File: src/rtl/snake_scan_feeder_if.sv
// snake_scan_feeder_if
//   Groups the feeder's frame control, SRAM read port and pixel stream.
//   master : the feeder (drives SRAM reads, the pixel stream and status).
//   slave  : the environment (drives start, SRAM read data and data_ready).
//   Signals:
//     start       frame start pulse
//     mem_rd_en   SRAM read strobe
//     mem_addr    SRAM read address (row*COL + col)
//     mem_rdata   SRAM read data, one cycle after mem_rd_en
//     data_out    zero-extended pixel (channel c in bits [(c+1)*8-1 -: 8])
//     data_valid  data_out holds a pixel
//     data_ready  consumer accepts on data_valid & data_ready
//     busy        frame in progress
//     done        one-cycle pulse after the last pixel is accepted
interface snake_scan_feeder_if #(
  parameter int ADDR_W  = 14,
  parameter int CH_IN   = 4,
  parameter int PEA_NUM = 32
);
  logic                 start;
  logic                 mem_rd_en;
  logic [ADDR_W-1:0]    mem_addr;
  logic [CH_IN*8-1:0]   mem_rdata;
  logic [PEA_NUM*8-1:0] data_out;
  logic                 data_valid;
  logic                 data_ready;
  logic                 busy;
  logic                 done;

  modport master (
    input  start, mem_rdata, data_ready,
    output mem_rd_en, mem_addr, data_out, data_valid, busy, done
  );

  modport slave (
    output start, mem_rdata, data_ready,
    input  mem_rd_en, mem_addr, data_out, data_valid, busy, done
  );
endinterface

File: src/rtl/snake_scan_feeder.sv
// snake_scan_feeder
//   Reads a row-major input feature map from SRAM (one pixel of CH_IN
//   channels per word) and streams it in PE-array order: rows 0 and 1
//   column-interleaved, then rows 2..ROW-1 boustrophedon (even rows
//   right-to-left, odd rows left-to-right). A 2-entry output FIFO plus an
//   in-flight flag lets the stream run at one pixel per cycle and absorb
//   downstream stalls without ever overrunning the FIFO.
//   Ports:
//     clk  rising-edge clock
//     rst  asynchronous active-high reset
//     bus  snake_scan_feeder_if.master (start, SRAM read port, pixel stream,
//          busy/done status)
module snake_scan_feeder #(
  parameter int ROW     = 128,
  parameter int COL     = 128,
  parameter int CH_IN   = 4,
  parameter int PEA_NUM = 32,
  parameter int ADDR_W  = 14
) (
  input  logic                  clk,
  input  logic                  rst,
  snake_scan_feeder_if.master   bus
);

  localparam int RW = $clog2(ROW + 1);
  localparam int CW = $clog2(COL + 1);
  localparam int PW = CH_IN * 8;
  localparam int OW = PEA_NUM * 8;

  localparam logic [RW-1:0]     ROW_LAST = RW'(ROW - 1);
  localparam logic [CW-1:0]     COL_LAST = CW'(COL - 1);
  localparam logic [ADDR_W-1:0] COL_A    = ADDR_W'(COL);

  typedef enum logic [1:0] {IDLE, PAIR, SNAKE, DRAIN} state_t;

  state_t        state, state_nxt;
  logic [RW-1:0] row, row_nxt;
  logic [CW-1:0] col, col_nxt;
  logic          done_c;

  logic [1:0]    cnt;
  logic          vld_p1;     // a read issued last cycle returns this cycle
  logic          wr_ptr, rd_ptr;
  logic [PW-1:0] fifo_q [2];

  logic          pop, issue, empty;
  logic [ADDR_W-1:0] rd_addr;

  assign pop   = (cnt != 2'd0) && bus.data_ready;
  assign empty = (cnt == 2'd0) && !vld_p1;

  // Credit rule: stored + in-flight pixels, less the one leaving this cycle,
  // must leave room for the new read.
  assign issue = ((state == PAIR) || (state == SNAKE)) &&
                 (({1'b0, cnt} + {2'b0, vld_p1}) < (3'd2 + {2'b0, pop}));

  assign rd_addr = ADDR_W'(row) * COL_A + ADDR_W'(col);

  // ---- p0: scan position / read issue ----
  always_comb begin
    state_nxt = state;
    row_nxt   = row;
    col_nxt   = col;
    done_c    = 1'b0;
    case (state)
      IDLE: begin
        if (bus.start) begin
          state_nxt = PAIR;
          row_nxt   = '0;
          col_nxt   = '0;
        end
      end
      PAIR: begin
        if (issue) begin
          if (row == '0) begin
            row_nxt = RW'(1);
          end else begin
            row_nxt = '0;
            if (col == COL_LAST) begin
              if (ROW == 2) begin
                state_nxt = DRAIN;
              end else begin
                // col already sits at COL-1, where row 2 starts
                state_nxt = SNAKE;
                row_nxt   = RW'(2);
              end
            end else begin
              col_nxt = col + 1'b1;
            end
          end
        end
      end
      SNAKE: begin
        if (issue) begin
          if (row[0] ? (col == COL_LAST) : (col == '0)) begin
            if (row == ROW_LAST) state_nxt = DRAIN;
            else                 row_nxt   = row + 1'b1;
          end else if (row[0]) begin
            col_nxt = col + 1'b1;
          end else begin
            col_nxt = col - 1'b1;
          end
        end
      end
      DRAIN: begin
        if (empty) begin
          done_c = 1'b1;
          // a start coinciding with done opens the next frame directly
          if (bus.start) begin
            state_nxt = PAIR;
            row_nxt   = '0;
            col_nxt   = '0;
          end else begin
            state_nxt = IDLE;
          end
        end
      end
      default: state_nxt = IDLE;
    endcase
  end

  always_ff @(posedge clk or posedge rst) begin
    if (rst) begin
      state <= IDLE;
      row   <= '0;
      col   <= '0;
    end else begin
      state <= state_nxt;
      row   <= row_nxt;
      col   <= col_nxt;
    end
  end

  // ---- p1: SRAM return into the output FIFO ----
  always_ff @(posedge clk or posedge rst) begin
    if (rst) begin
      vld_p1 <= 1'b0;
      cnt    <= 2'd0;
      wr_ptr <= 1'b0;
      rd_ptr <= 1'b0;
    end else begin
      vld_p1 <= issue;
      cnt    <= cnt + {1'b0, vld_p1} - {1'b0, pop};
      if (vld_p1) wr_ptr <= ~wr_ptr;
      if (pop)    rd_ptr <= ~rd_ptr;
    end
  end

  always_ff @(posedge clk) begin
    if (vld_p1) fifo_q[wr_ptr] <= bus.mem_rdata;
  end

  // ---- p2: pixel stream out ----
  assign bus.mem_rd_en  = issue;
  assign bus.mem_addr   = issue ? rd_addr : '0;
  assign bus.data_valid = (cnt != 2'd0);
  assign bus.data_out   = (cnt != 2'd0) ? OW'(fifo_q[rd_ptr]) : '0;
  assign bus.busy       = (state != IDLE);
  assign bus.done       = done_c;

endmodule

File: src/flat_wrapper.sv
// flat-port wrapper written by rule: the top's interface ports become plain ports
module snake_scan_feeder_flat 
#(
  parameter int ROW     = 128,
  parameter int COL     = 128,
  parameter int CH_IN   = 4,
  parameter int PEA_NUM = 32,
  parameter int ADDR_W  = 14
)
  (clk, rst, bus_start, bus_mem_rdata, bus_data_ready, bus_mem_rd_en, bus_mem_addr, bus_data_out, bus_data_valid, bus_busy, bus_done);
  snake_scan_feeder_if #(.ADDR_W(ADDR_W), .CH_IN(CH_IN), .PEA_NUM(PEA_NUM)) bus_i ();
  input  logic clk;
  input  logic rst;
  input wire logic [$bits(bus_i.start)-1:0] bus_start;
  input wire logic [$bits(bus_i.mem_rdata)-1:0] bus_mem_rdata;
  input wire logic [$bits(bus_i.data_ready)-1:0] bus_data_ready;
  output wire logic [$bits(bus_i.mem_rd_en)-1:0] bus_mem_rd_en;
  output wire logic [$bits(bus_i.mem_addr)-1:0] bus_mem_addr;
  output wire logic [$bits(bus_i.data_out)-1:0] bus_data_out;
  output wire logic [$bits(bus_i.data_valid)-1:0] bus_data_valid;
  output wire logic [$bits(bus_i.busy)-1:0] bus_busy;
  output wire logic [$bits(bus_i.done)-1:0] bus_done;
  assign bus_i.start = bus_start;
  assign bus_i.mem_rdata = bus_mem_rdata;
  assign bus_i.data_ready = bus_data_ready;
  assign bus_mem_rd_en = bus_i.mem_rd_en;
  assign bus_mem_addr = bus_i.mem_addr;
  assign bus_data_out = bus_i.data_out;
  assign bus_data_valid = bus_i.data_valid;
  assign bus_busy = bus_i.busy;
  assign bus_done = bus_i.done;
  snake_scan_feeder #(.ROW(ROW), .COL(COL), .CH_IN(CH_IN), .PEA_NUM(PEA_NUM), .ADDR_W(ADDR_W)) u_core (.clk(clk), .rst(rst), .bus(bus_i));
endmodule
File: config.mk
export PLATFORM = sky130hd
export DESIGN_NAME = snake_scan_feeder_flat
export DESIGN_NICKNAME = d
export VERILOG_FILES = /design/src/rtl/snake_scan_feeder_if.sv /design/src/rtl/snake_scan_feeder.sv /design/src/flat_wrapper.sv
export SDC_FILE = /design/constraint.sdc
export NUM_CORES = 1
export LEC_CHECK = 0
export BUFFER_PORTS_ARGS = -buffer_cell sky130_fd_sc_hd__buf_4
export CORE_AREA = 2 2 108 152
export DETAILED_ROUTE_END_ITERATION = 7
export DIE_AREA = 0 0 110 154
export PLACE_DENSITY = 0.72
export SLEW_MARGIN = 20
export SYNTH_ARGS = -nofsm -noshare
export SYNTH_HDL_FRONTEND = slang
export SYNTH_SLANG_ARGS = --single-unit
File: constraint.sdc
create_clock -name clk -period 2.8 [get_ports clk]
set_clock_uncertainty 0.05 [all_clocks]
set_input_delay 0.42 -clock clk [delete_from_list [all_inputs] [get_ports clk]]
set_output_delay 0.42 -clock clk [all_outputs]
set_load 0.01 [all_outputs]
==> key figures, run 1 <==
Yosys
  – Synth async-reset ratio: 26.44%
  – Yosys warning count: 0
  – Mux contribution to synthesized area: 5.581%
  – Post-synth EDFFs: 64
  – Mapped Area: 6121 um^2
  – Largest area contributor in the netlist: edfxtp_1
  – #FFs+latches synth: 87
  – Avg Inst Size Synth: 10.05 um^2
  – Main combinational cell family by area after synthesis: buffers and inverters
  – Main synth FF type: edfxtp_1
  – Post-Synth Adder-Cell Area: 3.271%
  – Post-synthesis compound-gate area fraction: 8.156%
  – Share of the synthesized area in the top cell type: 31.40%
  – Largest cells by area after synthesis: edfxtp_1 31%, buf_4 28%, dfrtp_1 9.4%, mux2i_1 5.4%, nor2_1 3.4%
  – Xor/xnor share of the synthesized area: 1.288%
  – Area share of and/or/nand/nor cells after synthesis: 10.04%
  – Synth unique cells: 61
  – Part of the Yosys area used for sequential elements: 40.80%
  – Syn Inst Count: 609

Final layout
  – Post-route cell area: 6457 um^2
  – Ant diodes: 0
  – Final Non-Filler Cells: 890
  – Layout cells sized above 1: 18.30%
  – Most frequent cells in the layout: 224 x conb_1, 94 x buf_4, 64 x edfxtp_1
  – Commonest non-fill, non-tap cell in the layout: conb_1
  – Fillers: 1,505
  – Final nets: 741
  – Area growth syn-to-layout: 5.499%

Timing
  – FMAX: 0.3838 GHz
  – Setup_tns: 0 ns
  – Final WS setup: 0.1946 ns
  – # setup viols final: 0
  – Fin crit share: 93.05%
  – Final Slew Violations: 0
  – Least-Margin Pin Slew: 0.9767 ns
  – Crit path time final: 2.605 ns
  – RSZ-0062 raised after global routing: false
  – Final hold viol count: 0
  – Slew Limit Headroom: 34.82%

Clock tree
  – Max Buffers Root-to-Sink: 2
  – Post-CTS sizing: 0
  – Worst skew pair latency: 0.33 ns
  – CTS tree: done
  – H-Tree Depth: 3
  – TritonCTS Buffers: 9
  – Post-CTS setup buffer count: 0
  – CTS Hold Bufs: 0
  – CTS clk-pin slew, worst paths: 0.06 ns
  – CTS Root Buffer Type: clkbuf_16
  – CTS Sinks: 87

Global route
  – Largest net degree at the start of global routing: 33
  – Vias in the first global route: 3,278
  – First-pass GRT wire length: 15,890 um
  – Initial antenna violation count: 0
  – GRT Total Usage: 11.98%
  – Grt ovf: 0

Worst setup path
  – Worst R2R Path Depth: 8
  – Reg2reg start: u_core.row[0]
  – Crit path max-delay family: simple AND/OR/NAND/NOR gates
  – CP bufs+invs: 4
  – Crit path DAT: 2.14 ns
  – Critical path's slowest cell: dfrtp_1
  – Reg2reg end: u_core.col[3]
  – Setup CP Type: reg -> out
  – CP Capture Type: output pin
  – Reg-to-reg slack, setup: 0.37 ns
  – Critical path required time: 2.33 ns
  – Crit path cell chain: inv_1, ha_1, inv_1, nor2_1, buf_4, nand2_1, nor2_1, buf_4
  – Worst setup SP type: register
  – CP Max Fanout: 10
  – Slowest stage delay, CP: 0.39 ns

Route
  – First drt pass iteration count: 4
  – Drt wl/cell: 11.99 um
  – Drt initial violations: 249
  – Drt drc: 0
  – Via count: 3,782
  – Final wirelength: 10,680 um
  – Vias per cell: 4.249
  – Post-route ant nets: 0

Die
  – IO Count: 310
  – Starting Density: 39.56%
  – Die ar.: 16,940 um^2
  – Rows: 54
  – Die height: 154 um
  – Core area: 15,470 um^2
  – DIE WIDTH: 110 um

Pwr
  – Worst vdd ir: 573.6 uV
  – Lkg Pwr: 3.065 nW
  – Power per cell area: 1029 nW/um^2

Place
  – Post-placement cell count: 874
  – DP HPWL: 7998 um
  – Pre-CTS setup slack: 0.3961 ns
  – PortBufs: 85
  – Placer Congestion: 0.9237
  – DP Area: 6123 um^2

Min path
  – Worst min-delay path endpoint: u_core.fifo_q[0][20]
  – Worst Hold Path Cells: 1
  – Hold Crit Class: in -> reg
  – Min-delay src: bus_mem_rdata[20]

Status
  – Status: finished clean

Run
  – Max-cap violations: 0
-- through the flow --
stage                     hold WS (ns)  util (%)  total power [mW]
final                           0.2185     41.74             6.644
after global routing            0.2046     41.74             7.121
after CTS                       0.2053     41.74             6.704
after detailed placement        0.4807     39.58             5.364
after global placement          0.4749     39.58             5.326
after floorplan                 0.3719         -             4.439
-- worst reg2reg max path, cell delays in order (launching register included) --
cell       delay (ns)
dfrtp_1          0.50
inv_1            0.15
ha_1             0.21
nor4b_1          0.14
and2_1           0.16
o21a_1           0.19
a2111oi_4        0.31
buf_4            0.26
mux2_2           0.35
-- per-layer routing --
layer | vias up | wire, um | GRT usage [%]
met5 | - | 0 | 0
met4 | 0 | 219 | 5.244
met3 | 15 | 1024 | 3.985
met2 | 216 | 5854 | 21.38
met1 | 1765 | 3576 | 12.45
li1 | 1786 | - | -
-- power by group --
group	switching, mW	total [mW]	internal [mW]
clock network	0.470	1.31	0.835
logic	1.93	3.27	1.33
registers	0.302	2.07	1.77
-- logic make-up after synthesis --
family | Yosys count
AO/OA/AOI/OAI | 65
XOR/XNOR | 9
adder cells (fa/ha/maj) | 16
buffers and inverters | 268
flip-flops | 87
multiplexers | 34
other | 1
AND/OR/NAND/NOR | 129
-- cell usage after synthesis, types with 7 or more instances --
cell type,count
buf_4,226
edfxtp_1,64
nor2_1,55
mux2i_1,33
nand2_1,25
dfrtp_1,23
inv_1,19
ha_1,16
o21ai_0,14
clkbuf_1,13
nand3_1,10
a21oi_1,8
and3_1,8
nor3_1,7
-- final cells by class --
| cell class | count | area (um^2) | share of cell area [%] |
|---|---|---|---|
| Multi-Input combinational cell | 477 | 2582 | 39.99 |
| Inverter | 19 | 71.32 | 1.104 |
| Clock inverter | 4 | 77.57 | 1.201 |
| Clock buffer | 12 | 256.5 | 3.972 |
| Tap cell | 196 | 245.2 | 3.798 |
| Timing Repair Buffer | 95 | 725.7 | 11.24 |
| Sequential cell | 87 | 2499 | 38.69 |
-- registers in the layout, indices dropped and copies added, names as in the netlist --
signal and count:
u_core.cnt 2, u_core.rd_ptr 1, u_core.row 8, u_core.fifo_q 64
u_core.col 8, u_core.wr_ptr 1, u_core.vld_p1 1, u_core.state 2
-- worst max-delay path by stage --
| stage | endpoint | start | slack, ns | cells past startpoint |
|---|---|---|---|---|
| global route | bus_mem_addr[9] | u_core.state[0] | 0.02 | 8 |
| detailed placement | u_core.col[3] | u_core.row[0] | 0.40 | 8 |
| CTS | bus_mem_addr[9] | u_core.state[0] | 0.21 | 8 |
| global placement | u_core.col[3] | u_core.row[0] | 0.45 | 8 |
| finish | bus_mem_addr[9] | u_core.state[0] | 0.19 | 8 |
| floorplan | u_core.fifo_q[0][0] | u_core.vld_p1 | 0.41 | 1 |
Power figures use the tool's default switching activity.
==> inputs of run 2 (changes only) <==
==> constraint.sdc (replaced) <==
create_clock -name clk -period 3.3 [get_ports clk]
set_clock_uncertainty 0.05 [all_clocks]
set_input_delay 0.495 -clock clk [delete_from_list [all_inputs] [get_ports clk]]
set_output_delay 0.495 -clock clk [all_outputs]
set_load 0.01 [all_outputs]
==> run 2 against run 1 <==
Net effect: register-to-register slack gained 0.33 ns; via count grew 0.37%; sequential cell count is the same; routed wire length shrank 0.75%; sequential share of layout area grew 0.40 points; critical endpoint is now bus_mem_addr[1]; largest cell class unchanged; largest power group unchanged.
==> key figures, run 2 (synthesized netlist as in run 1, its figures left out) <==
Status
  – Status: finished clean

Clock tree
  – CTS Root Buffer Type: clkbuf_16
  – Max Buffers Root-to-Sink: 2
  – CTS tree: done
  – Worst skew pair latency: 0.34 ns
  – Post-CTS setup buffer count: 0
  – CTS Hold Bufs: 0
  – TritonCTS Buffers: 9
  – CTS Sinks: 87
  – Post-CTS sizing: 0
  – H-Tree Depth: 3
  – CTS clk-pin slew, worst paths: 0.07 ns

Worst setup path
  – Reg-to-reg slack, setup: 0.70 ns
  – Reg2reg end: u_core.col[4]
  – Crit path max-delay family: adder cells
  – CP Max Fanout: 11
  – CP bufs+invs: 2
  – CP Capture Type: output pin
  – WP depth: 7
  – Critical path required time: 2.75 ns
  – Reg2reg start: u_core.row[0]
  – Crit path cell chain: ha_1, ha_1, o21ai_0, buf_4, nand2_1, nor2_1, buf_4
  – Slowest stage delay, CP: 0.45 ns
  – Crit path DAT: 2.15 ns
  – Worst R2R Path Depth: 9
  – Critical path's slowest cell: dfrtp_1
  – Setup CP Type: reg -> out
  – Worst setup SP type: register

Die
  – Die ar.: 16,940 um^2
  – Rows: 54
  – DIE WIDTH: 110 um
  – IO Count: 310
  – Die height: 154 um
  – Core area: 15,470 um^2
  – Starting Density: 39.56%

Route
  – First drt pass iteration count: 4
  – Drt initial violations: 284
  – Post-route ant nets: 0
  – Drt wl/cell: 11.93 um
  – Via count: 3,796
  – Vias per cell: 4.275
  – Drt drc: 0
  – Final wirelength: 10,600 um

Min path
  – Worst Hold Path Cells: 1
  – Worst min-delay path endpoint: u_core.fifo_q[1][14]
  – Min-delay src: bus_mem_rdata[14]
  – Hold Crit Class: in -> reg

Timing
  – Final Slew Violations: 0
  – Crit path time final: 2.699 ns
  – FMAX: 0.3705 GHz
  – # setup viols final: 0
  – Setup_tns: 0 ns
  – RSZ-0062 raised after global routing: false
  – Final hold viol count: 0
  – Least-Margin Pin Slew: 0.9646 ns
  – Slew Limit Headroom: 35.62%
  – Fin crit share: 81.80%

Place
  – DP Area: 6096 um^2
  – Post-placement cell count: 872
  – DP HPWL: 7917 um
  – PortBufs: 85
  – Placer Congestion: 0.8959

Pwr
  – Power per cell area: 861.4 nW/um^2
  – Pwr Total: 5.505 mW
  – Sw Share: 41.89%
  – Reg power frac: 31.5%
  – Clk network pwr share: 18.4%
  – Combinational share of power: 50.1%
  – Lkg Pwr: 3.024 nW
  – P_sw: 2.306 mW
  – Internal power: 3.199 mW
  – Worst vdd ir: 626.9 uV

Global route
  – First-pass GRT wire length: 15,800 um
  – Initial antenna violation count: 0
  – GRT Total Usage: 11.92%
  – Largest net degree at the start of global routing: 33
  – Vias in the first global route: 3,298
  – Grt ovf: 0

Final layout
  – Final Non-Filler Cells: 888
  – Final Util: 41.31%
  – Post-route cell area: 6391 um^2
  – Most frequent cells in the layout: 224 x conb_1, 93 x buf_4, 64 x edfxtp_1
  – Area growth syn-to-layout: 4.415%
  – Final nets: 739
  – Biggest register: u_core.fifo_q
  – Max reg flops: 64
  – Commonest non-fill, non-tap cell in the layout: conb_1
  – Layout cells sized above 1: 17.92%
  – Ant diodes: 0
  – Largest registers: u_core.fifo_q: 64 flops, u_core.col: 8 flops, u_core.row: 8 flops

Run
  – Max-cap violations: 0
[run 2: layout make-up]
cell class / instances / area (um^2)
Clock inverter: 7 / 70.07
Clock buffer: 9 / 225.2
Fill cell: 1505 / 9081
Inverter: 19 / 71.32
Timing Repair Buffer: 93 / 698.2
Sequential cell: 87 / 2499
Multi-Input combinational cell: 477 / 2582
Tap cell: 196 / 245.2
[run 2: how the worst max path moves through the flow]
stage / start / to / slack [ns]
finish: u_core.vld_p1 / bus_mem_addr[1] / 0.60
global route: u_core.vld_p1 / bus_mem_addr[9] / 0.44
CTS: u_core.vld_p1 / bus_mem_addr[9] / 0.61
detailed placement: u_core.row[0] / u_core.col[4] / 0.73
global placement: u_core.row[0] / u_core.col[4] / 0.77
floorplan: u_core.vld_p1 / u_core.fifo_q[0][0] / 0.91
[run 2: per-layer routing]
| metal | track usage [%] | share of wire [%] | up-vias |
|---|---|---|---|
| met2 | 19.95 | 53 | 222 |
| met4 | 6.209 | 2.6 | 0 |
| met5 | 0 | 0 | - |
| li1 | - | - | 1775 |
| met3 | 3.306 | 9.5 | 25 |
| met1 | 13.56 | 35 | 1774 |
[run 2: worst register-to-register path, stage by stage, from the launching register on]
cell       delay, ns
dfrtp_1         0.48
inv_1           0.14
ha_1            0.22
nor4b_1         0.14
and2_1          0.17
o21a_1          0.19
a2111oi_4       0.64
buf_4           0.26
nand2_1         0.07
o2bb2ai_2       0.12
[run 2: power by group through the flow]
stage          Clock [mW]  Combinational [mW]  Sequential [mW]
3_5_place_dp            0                2.76             1.76
5_1_grt              1.07                3.06             1.78
6_report             1.01                2.76             1.73
4_1_cts              1.04                2.78             1.73
2_1_floorplan           0                2.14             1.63
3_3_place_gp            0                2.75             1.74
[run 2: stage by stage]
step | worst slack (ns) | hold WS [ns]
final | 0.6007 | 0.2841
after global routing | 0.4408 | 0.2765
after CTS | 0.6052 | 0.2720
after detailed placement | 0.7325 | 0.4765
after global placement | 0.7699 | 0.4716
after floorplan | 0.9150 | 0.4055
==> inputs of run 3 (changes only) <==
--- a/config.mk
+++ b/config.mk
@@ -9,7 +9,7 @@
 export CORE_AREA = 2 2 108 152
 export DETAILED_ROUTE_END_ITERATION = 7
 export DIE_AREA = 0 0 110 154
-export PLACE_DENSITY = 0.72
+export PLACE_DENSITY = 0.74
 export SLEW_MARGIN = 20
 export SYNTH_ARGS = -nofsm -noshare
 export SYNTH_HDL_FRONTEND = slang
==> constraint.sdc (replaced) <==
create_clock -name clk -period 2.3 [get_ports clk]
set_clock_uncertainty 0.05 [all_clocks]
set_input_delay 0.345 -clock clk [delete_from_list [all_inputs] [get_ports clk]]
set_output_delay 0.345 -clock clk [all_outputs]
set_load 0.01 [all_outputs]
==> run 3 against run 2 <==
Net effect: sequential share of layout area is 1.7 points lower; die area unchanged; sequential cell count did not move; combinational power increased by 68%; critical path type is now reg -> reg; clock power grew 44%; non-clock buffer count rose by 28; the run now ends with negative hold slack left; largest cell class unchanged.
==> key figures, run 3 (synthesized netlist as in run 1, its figures left out) <==
Timing
  – Slew Limit Headroom: 62.59%
  – Final Slew Violations: 0
  – # setup viols final: 0
  – Crit path time final: 2.232 ns
  – RSZ-0062 raised after global routing: true
  – FMAX: 0.4481 GHz
  – Final WS setup: 0.06811 ns
  – Setup_tns: 0 ns
  – Least-Margin Pin Slew: 0.5600 ns
  – Final hold viol count: 12
  – WHS: -0.01414 ns
  – Fin crit share: 97.04%

Die
  – Die ar.: 16,940 um^2
  – Core area: 15,470 um^2
  – IO Count: 310
  – DIE WIDTH: 110 um
  – Die height: 154 um
  – Rows: 54
  – Starting Density: 39.56%

Route
  – Vias per cell: 4.237
  – Drt drc: 0
  – Post-route ant nets: 0
  – Final wirelength: 11,590 um
  – Drt initial violations: 201
  – Via count: 3,881
  – Drt wl/cell: 12.65 um
  – First drt pass iteration count: 4

Global route
  – First-pass GRT wire length: 17,450 um
  – Vias in the first global route: 3,571
  – Largest net degree at the start of global routing: 33
  – Initial antenna violation count: 0
  – GRT Total Usage: 13.18%
  – Grt ovf: 0

Final layout
  – Final Non-Filler Cells: 916
  – Fillers: 1,498
  – Commonest non-fill, non-tap cell in the layout: conb_1
  – Multi-input gate area: 2645 um^2
  – Final nets: 767
  – Biggest register: u_core.fifo_q
  – FF+latch area: 2499 um^2
  – Layout cells sized above 1: 23.61%
  – Area growth syn-to-layout: 9.281%
  – Most frequent cells in the layout: 224 x conb_1, 118 x buf_4, 64 x edfxtp_1
  – Max reg flops: 64
  – Largest registers: u_core.fifo_q: 64 flops, u_core.col: 8 flops, u_core.row: 8 flops
  – Ant diodes: 0

Place
  – PortBufs: 85
  – DP HPWL: 8894 um
  – Post-placement cell count: 897
  – Placer Congestion: 0.9217
  – Pre-CTS setup slack: 0.03581 ns

Worst setup path
  – Worst setup SP type: register
  – CP Max Fanout: 5
  – Slowest stage delay, CP: 0.42 ns
  – Reg2reg start: u_core.row[1]
  – Critical path's slowest cell: dfrtp_1
  – CP Capture Type: register
  – Crit path DAT: 2.41 ns
  – Crit path cell chain: inv_1, ha_1, nor4b_1, and2_1, o21a_1, a2111oi_4, buf_4, mux2_2
  – Crit path max-delay family: compound AO/OA/AOI/OAI gates
  – CP bufs+invs: 2
  – Critical path required time: 2.48 ns
  – Critical Path Source: u_core.row[1]
  – Setup CP Type: reg -> reg

Clock tree
  – CTS tree: done
  – CTS clk-pin slew, worst paths: 0.07 ns
  – Max Buffers Root-to-Sink: 2
  – Worst skew pair latency: 0.34 ns
  – TritonCTS Buffers: 9
  – H-Tree Depth: 3
  – CTS Root Buffer Type: clkbuf_16
  – CTS Sinks: 87

Pwr
  – Power per cell area: 1271 nW/um^2
  – Lkg Pwr: 3.172 nW
  – Worst vdd ir: 737.4 uV

Status
  – Status: finished, violations left
  – Failing checks: negative hold slack

Min path
  – Hold Crit Class: in -> async

Run
  – Max-cap violations: 0
run 3: changes by cell type in the layout (fill, tap and decap cells not counted), moves of 3 or more:
cell | previous run | this run
buf_4 | 93 | 118
nor2_1 | 55 | 48
nor2_2 | 1 | 7
ha_1 | 16 | 13
inv_8 | 0 | 3
run 3: timing repair:
action / 4_1_cts / 5_1_grt
setup endpoints to repair: 8 / 29
pin swaps: 0 / 3
gates cloned: 0 / 0
buffers inserted: 0 / 3
resized for setup: 8 / 12
hold buffers: 0 / 0
run 3: power breakdown:
| part | internal, mW | total (mW) | switching (mW) |
|---|---|---|---|
| Clock | 0.770 | 1.45 | 0.677 |
| Sequential | 2.15 | 2.41 | 0.254 |
| Combinational | 2.00 | 4.64 | 2.64 |
| Total | 4.93 | 8.50 | 3.57 |
run 3: routing by layer:
layer	vias to the layer above	global-route usage [%]	wire length (um)
met5	-	0	0
li1	1840	-	-
met2	233	23.34	6333
met4	0	5.666	265
met1	1785	13.95	3809
met3	23	4.324	1182
run 3: path summary, 6_finish.rpt:
kind	depth (start not counted)	slack [ns]	to
max	8	0.07	u_core.col[3]
min	2	-0.01	u_core.cnt[1]
max reg2reg	8	0.07	u_core.col[3]
min reg2reg	1	0.49	u_core.wr_ptr
max in group asynchronous	3	1.64	u_core.col[7]
min in group clk	1	0.13	u_core.fifo_q[0][23]
run 3: layout make-up:
type | count | area share [%]
timing repair buffer | 121 | 13.88
clock buffer | 9 | 3.367
multi-input combinational | 477 | 39.54
sequential | 87 | 37.36
tap | 196 | 3.666
clock inverter | 7 | 1.122
inverter | 19 | 1.066
run 3: stage by stage:
step,power [mW],util (%),cell area (um^2)
floorplan,5.404,-,6960
global placement,6.878,40.69,6296
detailed placement,6.919,40.69,6296
CTS,8.434,42.75,6615
global route,9.081,43.23,6689
finish,8.500,43.23,6689
